--- src/rtl/ir_pkg.sv ---
// Shared IR receive-path constants: clock rate, NEC frame layout, decoded entry layout
// and protocol timing expressed in clock cycles.
package ir_pkg;

  localparam int unsigned F_CLK = 100_000_000;

  // NEC frame byte offsets (LSB = first bit received).
  localparam int unsigned NEC_ADDR_OFS   = 0;
  localparam int unsigned NEC_ADDR_N_OFS = 8;
  localparam int unsigned NEC_CMD_OFS    = 16;
  localparam int unsigned NEC_CMD_N_OFS  = 24;

  localparam int unsigned ENTRY_W = 26;

  typedef struct packed {
    logic [15:0] addr;
    logic [7:0]  cmd;
    logic        ext;
    logic        rpt;
  } ir_entry_t;

  localparam int unsigned CYC_PER_US          = F_CLK / 1_000_000;
  localparam int unsigned NEC_LEADER_CYCLES   = 9000 * CYC_PER_US;
  localparam int unsigned NEC_SPACE_CYCLES    = 4500 * CYC_PER_US;
  localparam int unsigned NEC_BIT_UNIT_CYCLES = 562 * CYC_PER_US;
  localparam int unsigned NEC_HOLD_CYCLES     = 110_000 * CYC_PER_US;

  function automatic logic [7:0] nec_field(input logic [31:0] frame, input int unsigned ofs);
    return frame[ofs +: 8];
  endfunction

endpackage

--- src/rtl/ir_nec_decode_if.sv ---
// Decoded-command stream from ir_nec_decode to its consumer (valid/ready).
interface ir_nec_decode_if;
  logic        out_valid;
  logic        out_ready;
  logic [15:0] out_addr;
  logic [7:0]  out_cmd;
  logic        out_ext;
  logic        out_repeat;

  modport master (
    output out_valid, out_addr, out_cmd, out_ext, out_repeat,
    input  out_ready
  );

  modport slave (
    input  out_valid, out_addr, out_cmd, out_ext, out_repeat,
    output out_ready
  );
endinterface

--- src/rtl/ir_cmd_fifo.sv ---
// Synchronous FIFO with wrap-bit pointers; head is the oldest entry, registered storage.
module ir_cmd_fifo #(
  parameter int unsigned Width = 26,
  parameter int unsigned Depth = 4
) (
  input  logic             clk,
  input  logic             rst,
  input  logic             push_i,
  input  logic             pop_i,
  input  logic [Width-1:0] data_i,
  output logic             full_o,
  output logic             empty_o,
  output logic [Width-1:0] head_o
);

  localparam int unsigned AW = $clog2(Depth);
  localparam int unsigned PW = AW + 1;

  logic [Width-1:0] mem_q [Depth];
  logic [PW-1:0]    wr_q, wr_d, rd_q, rd_d;
  logic             wr_en, rd_en;

  assign empty_o = (wr_q == rd_q);
  assign full_o  = (wr_q[AW] != rd_q[AW]) && (wr_q[AW-1:0] == rd_q[AW-1:0]);
  assign head_o  = mem_q[rd_q[AW-1:0]];

  // A full FIFO still accepts a push when the head leaves in the same cycle.
  assign wr_en = push_i & (~full_o | pop_i);
  assign rd_en = pop_i & ~empty_o;

  always_comb begin
    wr_d = wr_q;
    rd_d = rd_q;
    if (wr_en) wr_d = wr_q + PW'(1);
    if (rd_en) rd_d = rd_q + PW'(1);
  end

  always_ff @(posedge clk or negedge rst) begin
    if (!rst) begin
      wr_q <= '0;
      rd_q <= '0;
      for (int i = 0; i < int'(Depth); i++) mem_q[i] <= '0;
    end else begin
      wr_q <= wr_d;
      rd_q <= rd_d;
      if (wr_en) mem_q[wr_q[AW-1:0]] <= data_i;
    end
  end

endmodule

--- src/rtl/ir_nec_decode.sv ---
// NEC frame checker: validates complement bytes, tags repeats, queues good commands,
// and counts rejected / dropped frames.
module ir_nec_decode
  import ir_pkg::*;
#(
  parameter int unsigned FIFO_DEPTH  = 4,
  parameter int unsigned HOLD_CYCLES = NEC_HOLD_CYCLES,
  parameter bit          EXT_ADDR_EN = 1'b1
) (
  input  logic                   clk,
  input  logic                   rst,
  input  logic [31:0]            frame,
  input  logic                   frame_valid,
  ir_nec_decode_if.master        out_if,
  output logic [7:0]             err_cnt,
  output logic                   overflow,
  input  logic                   clr_err
);

  localparam logic [31:0] HoldLim = 32'(HOLD_CYCLES);

  logic [31:0] frame_q;
  logic        fvalid_q;

  always_ff @(posedge clk or negedge rst) begin
    if (!rst) begin
      frame_q  <= '0;
      fvalid_q <= 1'b0;
    end else begin
      fvalid_q <= frame_valid;
      if (frame_valid) frame_q <= frame;
    end
  end

  logic [7:0]  a, an, c, cn;
  logic        good, bad, ext;
  logic [15:0] addr;

  assign a  = nec_field(frame_q, NEC_ADDR_OFS);
  assign an = nec_field(frame_q, NEC_ADDR_N_OFS);
  assign c  = nec_field(frame_q, NEC_CMD_OFS);
  assign cn = nec_field(frame_q, NEC_CMD_N_OFS);

  always_comb begin
    good = 1'b0;
    bad  = 1'b0;
    ext  = 1'b0;
    addr = {8'h00, a};
    if (fvalid_q) begin
      if (cn != ~c) begin
        bad = 1'b1;
      end else if (an == ~a) begin
        good = 1'b1;
      end else if (EXT_ADDR_EN) begin
        good = 1'b1;
        ext  = 1'b1;
        addr = {an, a};
      end else begin
        bad = 1'b1;
      end
    end
  end

  // Repeat tracking against the most recent good frame, dropped or not.
  logic [15:0] last_addr_q, last_addr_d;
  logic [7:0]  last_cmd_q, last_cmd_d;
  logic        last_ok_q, last_ok_d;
  logic [31:0] hold_tim_q, hold_tim_d;
  logic        rpt;

  assign rpt = last_ok_q && (addr == last_addr_q) && (c == last_cmd_q) && (hold_tim_q < HoldLim);

  always_comb begin
    last_addr_d = last_addr_q;
    last_cmd_d  = last_cmd_q;
    last_ok_d   = last_ok_q;
    hold_tim_d  = (hold_tim_q < HoldLim) ? hold_tim_q + 32'd1 : hold_tim_q;
    if (good) begin
      last_addr_d = addr;
      last_cmd_d  = c;
      last_ok_d   = 1'b1;
      hold_tim_d  = '0;
    end
  end

  always_ff @(posedge clk or negedge rst) begin
    if (!rst) begin
      last_addr_q <= '0;
      last_cmd_q  <= '0;
      last_ok_q   <= 1'b0;
      hold_tim_q  <= HoldLim;
    end else begin
      last_addr_q <= last_addr_d;
      last_cmd_q  <= last_cmd_d;
      last_ok_q   <= last_ok_d;
      hold_tim_q  <= hold_tim_d;
    end
  end

  ir_entry_t            new_entry, head_entry;
  logic [ENTRY_W-1:0]   head_raw;
  logic                 fifo_full, fifo_empty, pop;

  assign new_entry = '{addr: addr, cmd: c, ext: ext, rpt: rpt};
  assign pop       = out_if.out_valid & out_if.out_ready;

  ir_cmd_fifo #(
    .Width (ENTRY_W),
    .Depth (FIFO_DEPTH)
  ) u_fifo (
    .clk     (clk),
    .rst     (rst),
    .push_i  (good),
    .pop_i   (pop),
    .data_i  (new_entry),
    .full_o  (fifo_full),
    .empty_o (fifo_empty),
    .head_o  (head_raw)
  );

  assign head_entry        = head_raw;
  assign out_if.out_valid  = ~fifo_empty;
  assign out_if.out_addr   = head_entry.addr;
  assign out_if.out_cmd    = head_entry.cmd;
  assign out_if.out_ext    = head_entry.ext;
  assign out_if.out_repeat = head_entry.rpt;

  logic [7:0] err_cnt_q, err_cnt_d;
  logic       overflow_q, overflow_d;

  always_comb begin
    err_cnt_d  = err_cnt_q;
    overflow_d = overflow_q;
    if (clr_err) begin
      err_cnt_d  = '0;
      overflow_d = 1'b0;
    end else begin
      if (bad && err_cnt_q != 8'hFF) err_cnt_d = err_cnt_q + 8'd1;
      if (good && fifo_full && !pop) overflow_d = 1'b1;
    end
  end

  always_ff @(posedge clk or negedge rst) begin
    if (!rst) begin
      err_cnt_q  <= '0;
      overflow_q <= 1'b0;
    end else begin
      err_cnt_q  <= err_cnt_d;
      overflow_q <= overflow_d;
    end
  end

  assign err_cnt  = err_cnt_q;
  assign overflow = overflow_q;

endmodule

--- src/flat_wrapper.sv ---
// flat-port wrapper written by rule: the top's interface ports become plain ports
module ir_nec_decode_flat import ir_pkg::*;
#(
  parameter int unsigned FIFO_DEPTH  = 4,
  parameter int unsigned HOLD_CYCLES = NEC_HOLD_CYCLES,
  parameter bit          EXT_ADDR_EN = 1'b1
)
  (clk, rst, frame, frame_valid, err_cnt, overflow, clr_err, out_if_out_valid, out_if_out_addr, out_if_out_cmd, out_if_out_ext, out_if_out_repeat, out_if_out_ready);
  ir_nec_decode_if out_if_i ();
  input  logic clk;
  input  logic rst;
  input  logic [31:0] frame;
  input  logic frame_valid;
  output logic [7:0] err_cnt;
  output logic overflow;
  input  logic clr_err;
  output wire logic [$bits(out_if_i.out_valid)-1:0] out_if_out_valid;
  output wire logic [$bits(out_if_i.out_addr)-1:0] out_if_out_addr;
  output wire logic [$bits(out_if_i.out_cmd)-1:0] out_if_out_cmd;
  output wire logic [$bits(out_if_i.out_ext)-1:0] out_if_out_ext;
  output wire logic [$bits(out_if_i.out_repeat)-1:0] out_if_out_repeat;
  input wire logic [$bits(out_if_i.out_ready)-1:0] out_if_out_ready;
  assign out_if_out_valid = out_if_i.out_valid;
  assign out_if_out_addr = out_if_i.out_addr;
  assign out_if_out_cmd = out_if_i.out_cmd;
  assign out_if_out_ext = out_if_i.out_ext;
  assign out_if_out_repeat = out_if_i.out_repeat;
  assign out_if_i.out_ready = out_if_out_ready;
  ir_nec_decode #(.FIFO_DEPTH(FIFO_DEPTH), .HOLD_CYCLES(HOLD_CYCLES), .EXT_ADDR_EN(EXT_ADDR_EN)) u_core (.clk(clk), .rst(rst), .frame(frame), .frame_valid(frame_valid), .out_if(out_if_i), .err_cnt(err_cnt), .overflow(overflow), .clr_err(clr_err));
endmodule
--- config.mk ---
export PLATFORM = sky130hd
export DESIGN_NAME = ir_nec_decode_flat
export DESIGN_NICKNAME = d
export VERILOG_FILES = /design/src/rtl/ir_pkg.sv /design/src/rtl/ir_nec_decode_if.sv /design/src/rtl/ir_cmd_fifo.sv /design/src/rtl/ir_nec_decode.sv /design/src/flat_wrapper.sv
export SDC_FILE = /design/constraint.sdc
export NUM_CORES = 1
export LEC_CHECK = 0
export BUFFER_PORTS_ARGS = -buffer_cell sky130_fd_sc_hd__buf_2
export CAP_MARGIN = 20
export CORE_UTILIZATION = 50
export CTS_CLUSTER_DIAMETER = 60
export CTS_CLUSTER_SIZE = 10
export DETAILED_ROUTE_END_ITERATION = 7
export GPL_ROUTABILITY_DRIVEN = 0
export PLACE_DENSITY = 0.79
export SLEW_MARGIN = 20
export SYNTH_ARGS = -nofsm -noshare
export SYNTH_HDL_FRONTEND = slang
export SYNTH_SLANG_ARGS = --single-unit
export TNS_END_PERCENT = 50
--- constraint.sdc ---
create_clock -name clk -period 4.78 [get_ports clk]
set_clock_uncertainty 0.2 [all_clocks]
set_input_delay 0.956 -clock clk [delete_from_list [all_inputs] [get_ports clk]]
set_output_delay 0.956 -clock clk [all_outputs]
set_load 0.1 [all_outputs]
---- Word level (Yosys, flattened, before mapping) ----
Cells that the tools add are included.
storage, ports and cells
  bits in registers ....................... 209
  input bits .............................. 37
  output and inout bits ................... 36
  logic and storage cells ................. 74
cells by class
  add/sub/neg operators ................... 4
  order comparisons ....................... 4
  equality and inequality tests ........... 8
  mux-type cells .......................... 22
  bitwise gates (word level) .............. 10
  reductions and logical operators ........ 12
operator list
  operator                                               count
  bitwise mux 104 bit                                    1
  2-to-1 mux 26 bit                                      3
  2-to-1 mux 32 bit                                      2
  binary-select mux 26 bit (select 2 bit)                1
  demux 26 bit (select 2 bit)                            1
  2-to-1 mux 16 bit                                      3
  adder 32 x 1 -> 32 bit (second input constant)         1
  < comparator 32 x 24 -> 1 bit (second input constant)  1
  equality test 16 bit                                   1
  equality test 8 bit                                    2
  2-to-1 mux 8 bit                                       2
  NOT 8 bit                                              2
  2-to-1 mux 1 bit                                       9
  adder 8 x 1 -> 8 bit (second input constant)           1
  logical AND 1 bit                                      8
  inequality test 8 bit                                  1
  inequality test 8 bit (second input constant)          1
  adder 3 x 1 -> 3 bit (second input constant)           2
  >= comparator 3 bit (second input constant)            2
  NOT 2 -> 3 bit                                         2
  nonzero test 2 bit                                     3
  AND 1 bit                                              3
  equality test 3 bit                                    1
  < comparator 3 x 1 -> 1 bit (second input constant)    1
  other kinds (5)                                        6

---- Logic depth before layout (Yosys ltp) ----
  word-level depth ........................ 10
  mapped depth ............................ 9
  mapped depth without buffers ............ 7

---- Hierarchy ----
From an unflattened synthesis, not the netlist that was laid out.
second synthesis, totals
  cells, all modules ...................... 695
  area total of the unflattened synthesis .. 9836.9 um^2
by module, submodules not included
  module         instances  cells each  area each (um^2)  sequential area each (um^2)
  ir_cmd_fifo    1          292         5112.4            2752.6
  ir_nec_decode  1          403         4724.5            2491.1

---- Worst setup path after synthesis ----
OpenSTA, ideal clock, no wires.
  kind .................................... flip-flop to output port
  start point ............................. register u_core.u_fifo.rd_q[0]
  end point ............................... output port out_if_out_addr[0]
  arrival time ............................ 1990 ps
  required time ........................... 3624 ps
  slack ................................... 1634 ps
  cell stages (with the launch flop) ...... 4
  buffers on the path ..................... 2
  path through ............................ dfrtp_1 buf_2 buf_1 mux4_2
on the way
  word-level cells in the longest chain between the ends .. 4
RTL lines
  item                                                   line                source
  from (decl)                                            ir_cmd_fifo.sv:20   logic [PW-1:0] wr_q, wr_d, rd_q, rd_d;
  from (signal assigned)                                 ir_cmd_fifo.sv:45   rd_q <= rd_d;
  NOT 2 -> 3 bit (not written as such)                   ir_cmd_fifo.sv:25   assign head_o = mem_q[rd_q[AW-1:0]];
  binary-select mux 26 bit (select 2 bit)                ir_cmd_fifo.sv:25
  2-to-1 mux 26 bit (not written as such) (2 in series)  ir_cmd_fifo.sv:25
  to (decl)                                              flat_wrapper.sv:18  output wire logic [$bits(out_if_i.out_addr)-1:0] out_if_out_addr;
No other way between the ends. The select of a mux whose other input is x is not followed.

---- Final worst setup path ----
  start point ............................. register u_core.u_fifo.rd_q[0]
  end point ............................... output port out_if_out_addr[10]
The elaborated chain is that of the path after synthesis.

==> results.sh <==
export IMPL_ys_warn_count=0
export IMPL_antenna_found_initial=1
export IMPL_r2r_start="u_core.frame_q[17]"
export IMPL_cts_setup_buffers=0
export IMPL_multi_input_area_sq_um=3890
export IMPL_cts_made_buffers=24
export IMPL_grt_pass1_vias=6287
export IMPL_synth_seq_area_share_pct=55.6
export IMPL_die_area_sq_um=19400
export IMPL_htreeDepth=1
export IMPL_syn_instance_count=773
export IMPL_wirelength_um=19600
export IMPL_hp_class="flip-flop to flip-flop"
export IMPL_diodes=0
export IMPL_place_hpwl_um=12900
export IMPL_layout_setup_ws_ns=1.11
export IMPL_synth_seq_cells=209
export IMPL_tightest_slew_ns=0.902
export IMPL_drc_errors=0
export IMPL_grt_start_max_net_pins=101
export IMPL_hp_start="u_core.last_ok_q"
export IMPL_finalInstanceArea_sq_um=10600
export IMPL_crit_start="u_core.u_fifo.rd_q[0]"
export IMPL_max_freq_ghz=0.272
export IMPL_dp_slack_ns=1.49
export IMPL_cts_resized=0
export IMPL_synth_distinct_cells=47
export IMPL_syn2layout_area_growth_pct=12.2
export IMPL_vias_per_cell=5.62
export IMPL_p_per_area_nw_per_um2=423
export IMPL_die_h_um=139
export IMPL_wl_per_cell_um=18.4
export IMPL_crit_type="flip-flop to output port"
export IMPL_hold_violations=0
export IMPL_dpl_cell_area_sq_um=9910
export IMPL_finalSetupTns_ns=0
export IMPL_ios=73
export IMPL_track_usage_pct=21.2
export IMPL_row_count=49
export IMPL_start_kind="flip-flop"
export IMPL_crit_arrival_ns=2.52
export IMPL_grt_overflow=0
export IMPL_fin_crit_sh_pct=76.8
export IMPL_grt_pass1_wl_um=32800
export IMPL_status="finished clean"
export IMPL_regArea_sq_um=5250
export IMPL_syn_area_sq_um=9430
export IMPL_io_buffers=72
export IMPL_ir_drop_uv=241
export IMPL_drtIter0Drc=312
export IMPL_clockBufferDepth=3
export IMPL_nNetsFinal=871
export IMPL_fin_crit_ns=3.67
export IMPL_setup_viol=0
export IMPL_path_clk_slew_ns=0.06
export IMPL_fp_coreArea_sq_um=18200
export IMPL_num_fill_cells=1436
export IMPL_synth_area_per_cell_sq_um=12.2
export IMPL_cap_violations=0
export IMPL_p_leak_nw=5.02
export IMPL_cp_data_required_time_ns=3.62
export IMPL_max_slew_margin_pct=39.9
export IMPL_cts_hold_buf=0
export IMPL_rsz0062_at_grt="false"
export IMPL_layout_drive_gt1_share_pct=24.4
export IMPL_num_vias=5982
export IMPL_slew_viol_final=0
export IMPL_dr_pass1_iters=5
export IMPL_synth_nets=817
export IMPL_drtAntennaViolNets=0
export IMPL_critPathMaxFanout=16
export IMPL_die_x_um=139
export IMPL_clock_sinks=209
export IMPL_start_util_pct=51.8
export IMPL_clkLatencyLatePin_ns=0.51
export IMPL_cts_tree="done"
export IMPL_endpoint_kind="output port"
export IMPL_cts_root_buf="clkbuf_16"
where the power goes:
group	leakage (nW)	switching, W	internal, W	total [W]
logic	1.93	0.000459	0.000321	0.000780
registers	2.77	0.000180	0.00191	0.00209
clock network	0.320	0.000658	0.000943	0.00160
total	5.02	0.00130	0.00318	0.00447
worst max-delay path: stages, from the launching register on:
cell,delay (ns)
dfrtp_2,0.67
buf_4,0.42
mux4_2,0.58
buf_2,0.31
cell usage after synthesis (all sizes together):
cell type	count	area, sq um
dfrtp	198	4950
nand2	111	427
mux2	99	1110
o21ai	53	265
nor2	37	146
xnor2	37	324
buf	34	176
xor2	30	263
mux4	26	586
clkbuf	18	67.6
nand3	17	90.1
nand4	16	106
inv	14	52.6
dfstp	11	289
and2	9	56.3
nor3	8	40.0
ha	7	87.6
a31oi	6	43.8
and3	6	37.5
nor4	6	52.6
a21oi	5	25.0
or3	5	31.3
and4	4	35.0
mux2i	2	20.0
nor4b	2	17.5
o22ai	2	18.8
o311a	2	20.0
a2111oi	1	27.5
a211oi	1	7.51
a21o	1	7.51
nand2b	1	6.26
nand3b	1	7.51
o211ai	1	7.51
o32a	1	10.0
or2	1	6.26
metrics by stage:
step                power (W)  hold slack, ns  instances  util, %
floorplan             0.00269           0.225        773        -
global placement      0.00287           0.241       1030     54.4
detailed placement    0.00291           0.248       1030     54.4
CTS                   0.00452           0.262       1065     58.1
global route          0.00467           0.274       1065     58.1
finish                0.00447           0.265       1065     58.1
kinds of logic after synthesis:
group	after synthesis	share of synthesized area (%)
xor gates and xnor gates	67	6.22
muxes	127	18.2
DFF	209	55.6
buffers and inverters	66	3.15
and+or+nand+nor	224	11.2
AOI/OAI and AO/OA	73	4.59
adders and majority gates	7	0.929
routing by layer:
metal / global-route usage, % / vias to the layer above / share of wire (%)
met5: 0 / - / 0
met4: 5.96 / 0 / 2.3
met3: 3.54 / 31 / 4.3
met2: 36.6 / 120 / 50
met1: 27.6 / 3059 / 43
li1: - / 2772 / -
layout by cell type (no fill, tap or decap), drive strengths merged, types with 7 or more instances in the layout:
| master | instances |
|---|---|
| clkbuf | 36 |
| inv | 14 |
| nand3 | 17 |
| nor3 | 8 |
| nand4 | 16 |
| buf | 79 |
| ha | 7 |
| and2 | 9 |
| o21ai | 53 |
| dfstp | 11 |
| mux4 | 26 |
| dfrtp | 198 |
| mux2 | 99 |
| nand2 | 111 |
| nor2 | 37 |
| xnor2 | 37 |
| xor2 | 30 |
state kept, by name, summed over array words and instances, names as in the netlist:
register / cells
u_core.last_cmd_q: 8
u_core.last_addr_q: 16
u_core.hold_tim_q: 32
u_core.u_fifo.rd_q: 3
u_core.u_fifo.wr_q: 3
u_core.last_ok_q: 1
u_core.u_fifo.mem_q: 104
u_core.overflow: 1
u_core.frame_q: 32
u_core.err_cnt: 8
u_core.fvalid_q: 1
path summary, 6_finish.rpt:
kind	endpoint	slack [ns]	depth (start not counted)
worst max register to register	u_core.u_fifo.mem_q[9]	1.46	7
max in group asynchronous	u_core.u_fifo.mem_q[38]	3.11	2
worst min-delay path	u_core.last_ok_q	0.26	1
worst min register to register	u_core.last_ok_q	0.26	1
min in group asynchronous	u_core.u_fifo.mem_q[102]	0.34	1
worst max-delay path	out_if_out_addr[10]	1.11	3
cell type report:
cell class	instances	share of cell area (%)
repair buffers	80	4.18
inverters	14	0.497
clock buffers	35	6.27
well taps	229	2.71
flip-flops and latches	209	49.6
multi-input cells	498	36.8
(Power assumes the default switching activity.)
